### config.mk
export PLATFORM = sky130hd
export DESIGN_NAME = bidir_bus_port
export DESIGN_NICKNAME = d
export VERILOG_FILES = /design/src/rtl/bidir_bus_port.sv
export SDC_FILE = /design/constraint.sdc
export NUM_CORES = 1
export LEC_CHECK = 0
export ABC_AREA = 1
export BUFFER_PORTS_ARGS = -buffer_cell sky130_fd_sc_hd__buf_4
export CAP_MARGIN = 15
export CORE_MARGIN = 3
export CORE_UTILIZATION = 30
export DETAILED_ROUTE_END_ITERATION = 8
export SLEW_MARGIN = 20
export SYNTH_ARGS = -nofsm -noshare
export SYNTH_HDL_FRONTEND = slang
export SYNTH_SLANG_ARGS = --single-unit
### constraint.sdc
create_clock -name clk -period 1.7 [get_ports clk]
set_clock_uncertainty 0.2 [all_clocks]
set_input_delay 0.17 -clock clk [delete_from_list [all_inputs] [get_ports clk]]
set_output_delay 0.17 -clock clk [all_outputs]
set_load 0.03 [all_outputs]
### src/rtl/bidir_bus_port.sv
// ----------------------------------------------------------------------------
// bidir_bus_port
//
// Half-duplex controller for a WIDTH-bit bank of tri-state pad buffers.
// Turns single-cycle write/read requests from a PicoBlaze port decoder into
// sequenced pad enables: a write drives the pads for DRIVE_CYCLES, then holds
// them released for TURN_CYCLES of dead time; a read samples the pads through
// a SYNC_STAGES-deep synchroniser. Requests are only taken while idle.
//
// Ports
//   clk       in   single clock, rising edge
//   reset_n   in   asynchronous active-low reset
//   wr_req    in   write request pulse (sampled only when idle)
//   wr_data   in   write value, captured with wr_req
//   wr_ack    out  one-cycle pulse in the first released cycle after a write
//   rd_req    in   read request pulse (sampled only when idle)
//   rd_data   out  last captured read value, held until the next read
//   rd_valid  out  one-cycle pulse when rd_data updates
//   busy      out  high whenever a transfer is in progress
//   wr_err    out  sticky loopback mismatch flag (0 unless feature enabled)
//   pad_i     out  to pad buffer I inputs
//   pad_t     out  to pad buffer T inputs, 1 = hi-Z, all bits identical
//   pad_o     in   from pad buffer O outputs, asynchronous to clk
//
// Optional feature
//   BIDIR_BUS_LOOPBACK_CHECK_EN : when defined, the synchronised pad value is
//   compared against the driven value on the last drive cycle; a mismatch sets
//   wr_err together with wr_ack. Only active when DRIVE_CYCLES > SYNC_STAGES.
// ----------------------------------------------------------------------------
module bidir_bus_port #(
    parameter int WIDTH        = 8,
    parameter int DRIVE_CYCLES = 2,
    parameter int TURN_CYCLES  = 2,
    parameter int SYNC_STAGES  = 2
) (
    input  logic             clk,
    input  logic             reset_n,
    input  logic             wr_req,
    input  logic [WIDTH-1:0] wr_data,
    output logic             wr_ack,
    input  logic             rd_req,
    output logic [WIDTH-1:0] rd_data,
    output logic             rd_valid,
    output logic             busy,
    output logic             wr_err,
    output logic [WIDTH-1:0] pad_i,
    output logic [WIDTH-1:0] pad_t,
    input  logic [WIDTH-1:0] pad_o
);

    typedef enum logic [1:0] {IDLE, DRIVE, TURN, SAMPLE} state_t;

    // One shared down-counter, sized for the longest phase.
    localparam int MAX_DS  = (DRIVE_CYCLES > SYNC_STAGES) ? DRIVE_CYCLES : SYNC_STAGES;
    localparam int CNT_MAX = ((MAX_DS > TURN_CYCLES) ? MAX_DS : TURN_CYCLES) - 1;
    localparam int CNT_W   = (CNT_MAX > 0) ? $clog2(CNT_MAX + 1) : 1;

    localparam logic [CNT_W-1:0] DRIVE_LOAD = CNT_W'(DRIVE_CYCLES - 1);
    localparam logic [CNT_W-1:0] TURN_LOAD  = CNT_W'((TURN_CYCLES > 0) ? TURN_CYCLES - 1 : 0);
    localparam logic [CNT_W-1:0] SYNC_LOAD  = CNT_W'(SYNC_STAGES - 1);

    state_t           state, state_next;
    logic [CNT_W-1:0] cnt, cnt_next;

    // Registered outputs; pad_t is derived from a single drive flag so every
    // bit of the enable bus switches together.
    logic             drive_q, drive_next;
    logic [WIDTH-1:0] pad_i_q, pad_i_next;
    logic             wr_ack_q, wr_ack_next;
    logic             rd_valid_q, rd_valid_next;
    logic [WIDTH-1:0] rd_data_q, rd_data_next;

    // ------------------------------------------------------------------
    // Input synchroniser on the asynchronous pad readback
    // ------------------------------------------------------------------
    logic [SYNC_STAGES-1:0][WIDTH-1:0] sync_q;
    logic [WIDTH-1:0]                  sync_o;

    // NOTE: the synchroniser chain is reset like any other state so a read
    // straight after reset cannot return stale pre-reset pad data.
    always_ff @(posedge clk or negedge reset_n) begin
        if (!reset_n) begin
            sync_q <= '0;
        end else begin
            sync_q[0] <= pad_o;
            for (int i = 1; i < SYNC_STAGES; i++) begin
                sync_q[i] <= sync_q[i-1];
            end
        end
    end

    assign sync_o = sync_q[SYNC_STAGES-1];

    // ------------------------------------------------------------------
    // State register (FSM state, counter and registered outputs)
    // ------------------------------------------------------------------
    // NOTE: all sequential state uses non-blocking assignments so every flop
    // samples the pre-edge values regardless of statement order.
    always_ff @(posedge clk or negedge reset_n) begin
        if (!reset_n) begin
            state      <= IDLE;
            cnt        <= '0;
            drive_q    <= 1'b0;
            pad_i_q    <= '0;
            wr_ack_q   <= 1'b0;
            rd_valid_q <= 1'b0;
            rd_data_q  <= '0;
        end else begin
            state      <= state_next;
            cnt        <= cnt_next;
            drive_q    <= drive_next;
            pad_i_q    <= pad_i_next;
            wr_ack_q   <= wr_ack_next;
            rd_valid_q <= rd_valid_next;
            rd_data_q  <= rd_data_next;
        end
    end

    // ------------------------------------------------------------------
    // Next-state logic
    // ------------------------------------------------------------------
    // NOTE: every signal gets a default before the case so no path leaves it
    // unassigned, which would otherwise infer a latch.
    always_comb begin
        state_next = state;
        cnt_next   = cnt;
        case (state)
            IDLE: begin
                // A simultaneous read is dropped: the write wins.
                if (wr_req) begin
                    state_next = DRIVE;
                    cnt_next   = DRIVE_LOAD;
                end else if (rd_req) begin
                    state_next = SAMPLE;
                    cnt_next   = SYNC_LOAD;
                end
            end
            DRIVE: begin
                if (cnt == '0) begin
                    if (TURN_CYCLES == 0) begin
                        state_next = IDLE;
                    end else begin
                        state_next = TURN;
                        cnt_next   = TURN_LOAD;
                    end
                end else begin
                    cnt_next = cnt - CNT_W'(1);
                end
            end
            TURN, SAMPLE: begin
                if (cnt == '0) begin
                    state_next = IDLE;
                end else begin
                    cnt_next = cnt - CNT_W'(1);
                end
            end
            default: state_next = IDLE;
        endcase
    end

    // ------------------------------------------------------------------
    // Output logic: next values of the registered outputs
    // ------------------------------------------------------------------
    always_comb begin
        drive_next    = drive_q;
        pad_i_next    = pad_i_q;
        wr_ack_next   = 1'b0;
        rd_valid_next = 1'b0;
        rd_data_next  = rd_data_q;
        case (state)
            IDLE: begin
                if (wr_req) begin
                    pad_i_next = wr_data;
                    drive_next = 1'b1;
                end
            end
            DRIVE: begin
                if (cnt == '0) begin
                    drive_next  = 1'b0;
                    wr_ack_next = 1'b1;
                end
            end
            SAMPLE: begin
                if (cnt == '0) begin
                    rd_data_next  = sync_o;
                    rd_valid_next = 1'b1;
                end
            end
            default: ;
        endcase
    end

`ifdef BIDIR_BUS_LOOPBACK_CHECK_EN
    // The readback only reflects the driven value once the synchroniser has
    // filled with post-drive samples, so shorter drives skip the compare.
    localparam bit LOOPBACK_OK = (DRIVE_CYCLES > SYNC_STAGES);

    logic wr_err_q;

    always_ff @(posedge clk or negedge reset_n) begin
        if (!reset_n) begin
            wr_err_q <= 1'b0;
        end else if (state == IDLE && wr_req) begin
            wr_err_q <= 1'b0;
        end else if (LOOPBACK_OK && state == DRIVE && cnt == '0 && sync_o != pad_i_q) begin
            wr_err_q <= 1'b1;
        end
    end

    assign wr_err = wr_err_q;
`else
    assign wr_err = 1'b0;
`endif

    assign pad_t    = {WIDTH{~drive_q}};
    assign pad_i    = pad_i_q;
    assign wr_ack   = wr_ack_q;
    assign rd_valid = rd_valid_q;
    assign rd_data  = rd_data_q;
    assign busy     = (state != IDLE);

endmodule
==> results.txt <==
----------------------------------------------------
[Synthesis]
  Synth Warn # ... 0
  Synthesized-area fraction occupied by ao, oa, aoi and oai cells ... ~1.9%
  Fraction of synthesized cell area taken by the top area cell type ... between 70% and 80%
  Number of nets in the synthesized netlist ... 139
  Combined area of all synthesized cells ... approximately 1400 sq um
  Share of the yosys chip area belonging to registers ... 70.0%
  Largest cells by area after synthesis ... dfrtp_1 (70%), nand2_1 (12%), buf_4 (4.4%), nand3_1 (3.3%), nand3_4 (1.3%)
  Leading area contributor after synthesis ... dfrtp_1
  Gate Count Post-Synth ... 119
  Largest family of logic cells by synthesized area ... simple AND/OR/NAND/NOR gates
  Synthesized-area fraction occupied by xor and xnor cells ... 0%
  Post-Synth Adder-Cell Area ... 0%
  Area share of and/or/nand/nor cells after synthesis ... roughly a fifth
  Post-synth top cells ... nand2_1 (43), dfrtp_1 (38), nand3_1 (9), buf_4 (8)
  Top_reg_cell synth ... dfrtp_1
  Distinct cell type count after synthesis ... 19
  Number of enable flip-flop cells after synthesis ... 0
  Multiplexer area fraction after synthesis ... 0%
  Syn avg cell area ... between 10 and 15 sq um
  Register bit total from synthesis ... 38
  Post-synth ARST share ... 100%
  Cell with the most instances after synthesis ... nand2_1

[Pwr]
  Total power per unit cell area ... approximately 1900 nW/um^2
  IR drop worst, VDD ... between 0.0006 and 0.0007 V
  Standby leakage power ... between 1 and 1.5 nW

[Worst setup path]
  Maximum fanout count along the critical path ... 6
  Critical Path End Type ... primary output
  Data required time of the critical path ... ~1300 ps
  Critical path startpoint category ... flop
  Data arrival time of the critical path ... around 1200 ps
  Type of the worst setup path ... flop to primary output

[Timing]
  Final Critical Period ... 1540 ps
  Unrepaired setup endpoints after global routing ... false
  Final hold vios ... 0
  Highest clock rate ... 0.651 GHz
  Sum of negative setup slack ... 0 ps
  Final worst-path cycle share ... 90.4%
  Number of setup violations in the final report ... 0
  Number of max-slew violations in the final report ... 0

[Clocking]
  Maximum buffer depth of the clock tree ... 2
  Clock Pin Slew Worst Setup and Hold Paths ... 70 ps
  Clk Latency, worst-skew pair ... 280 ps
  Clock H-tree levels ... 2
  Clock tree from TritonCTS ... yes
  Total number of clock tree sinks ... 38
  Cts bufs inserted ... 5
  Cell chosen for the clock root ... clkbuf_8
  Post-CTS Setup Bufs ... 0

[Routing]
  Drt initial violations ... 59
  DRC violation count after routing ... 0
  DR pass1 iterations ... 4
  Total Wirelength ... roughly 2.9 mm
  Via density ... ~4.2
  Avg WL per Cell ... about 12 um
  Via count ... about 980
  ANT nets after route ... 0

[GRT]
  GR Util All Layers ... around 12%
  Number of antenna violations at the first check in global routing ... 0
  First-pass GRT wire length ... around 4.9 mm
  Pin count of the biggest net entering global routing ... 39
  Via count of the first global-routing pass ... 1007
  Gr ovfl total ... 0

[Floorplanning]
  Total I/O pin count ... 48
  Die area ... 5370 sq um
  Die X-Extent ... 73.3 um
  Core Rows ... 23
  Initial core utilization ... around a third
  Floorplan Core Area ... 4170 sq um
  Chip Height ... between 70 and 80 um

[Placed design]
  Half-perimeter wire length after detailed placement ... about 2 mm
  # port buffers ... 46
  Final weighted congestion of routability-driven global placement ... ~0.77

[Hold path]
  Min-delay worst type ... input pin to flop

[Layout]
  Multi-input logic area ... a little over 300 sq um
  Final-layout fill cell count ... 374
  Area used by sequential logic in the layout ... 951 sq um
  Area delta synth->final ... 46.0%
  Count of inserted antenna diode cells ... 0
  Utilization of the core after routing ... a little under half
  Fraction of final layout cells sized beyond drive strength 1 ... 34.4%
  Final-stage net count ... 200

[Job]
  Max-cap violations ... 0

[Outcome]
  Run status ... finished, final reports clean

----------------------------------------------------
[flip-flops by register name, indices dropped and copies added, names as in the netlist]
register  cells
sync_q        8
wr_ack        1
pad_i         8
drive_q       1
cnt           1
rd_valid      1
rd_data       8
sync_o        8
state         2
[logic make-up (layout without fill, tap and decap cells)]
kind of cell,after synthesis,count (layout)
AND/OR/NAND/NOR,60,60
flip-flops,38,38
buffers and inverters,15,76
AO/OA/AOI/OAI,5,5
other,1,1
[what timing repair did]
action,in CTS,in global routing
hold buffers,18,0
resized for setup,0,0
endpoints found under the hold margin,55,0
[worst paths after layout]
kind | start | to | depth (start not counted) | slack, ps
worst max-delay path | state[1]$_DFFE_PN0P_ | busy | 3 | 160
worst min-delay path | wr_req | pad_i[2]$_DFFE_PN0P_ | 3 | 20
worst max register to register | state[1]$_DFFE_PN0P_ | pad_i[6]$_DFFE_PN0P_ | 4 | 360
worst min register to register | sync_q[3]$_DFF_PN0_ | sync_o[3]$_DFF_PN0_ | 0 | 150
max in group asynchronous | reset_n | sync_o[6]$_DFF_PN0_ | 2 | 800
min in group asynchronous | reset_n | pad_i[7]$_DFFE_PN0P_ | 2 | 180
[critical path, stage by stage, from the launching register on]
cell	delay (ps)
dfrtp_1	510
inv_1	110
nand2_2	100
buf_4	160
[routing by layer]
metal  track usage [%]  share of wire (%)  vias up
li1                  -                  -      482
met1              14.1                 39      463
met2              20.3                 55       23
met3              3.42                3.3        7
met4              5.53                2.4        0
met5                 0                  0        -
[cell usage in the layout, fill, tap and decap left out, drive strengths merged]
cell         netlist  layout
a21oi              2       2
buf               10      46
bufinv             0       1
clkbuf             0       6
conb               1       1
dfrtp             38      38
dlygate4sd3        0      18
inv                5       5
nand2             46      46
nand3             10      10
nor2               3       3
nor3               1       1
o21ai              2       2
o22ai              1       1
[metrics by stage]
stage	cells	setup slack, ps	hold slack [ps]	instance area [sq um]	power [W]
2_1_floorplan	119	444	-326	1360	0.00257
3_3_place_gp	205	418	-56.5	1690	0.00306
3_5_place_dp	205	359	-43.3	1690	0.00311
4_1_cts	230	156	12.3	1980	0.00390
5_1_grt	230	81.8	10.9	1980	0.00410
6_report	230	164	19.2	1980	0.00386
[power by group]
group | total [W] | internal (W) | switching, W
Combinational | 0.00173 | 0.000611 | 0.00112
Clock | 0.000758 | 0.000469 | 0.000289
Sequential | 0.00137 | 0.00117 | 0.000201
Total | 0.00386 | 0.00225 | 0.00161
[layout make-up]
cell class | instances | share of cell area, %
Clock buffer | 6 | 4.17
Clock inverter | 1 | 1.52
Inverter | 5 | 1.20
Multi-Input combinational cell | 66 | 15.5
Sequential cell | 38 | 48.0
Tap cell | 50 | 3.16
Timing Repair Buffer | 64 | 26.5
(Power assumes the default switching activity.)
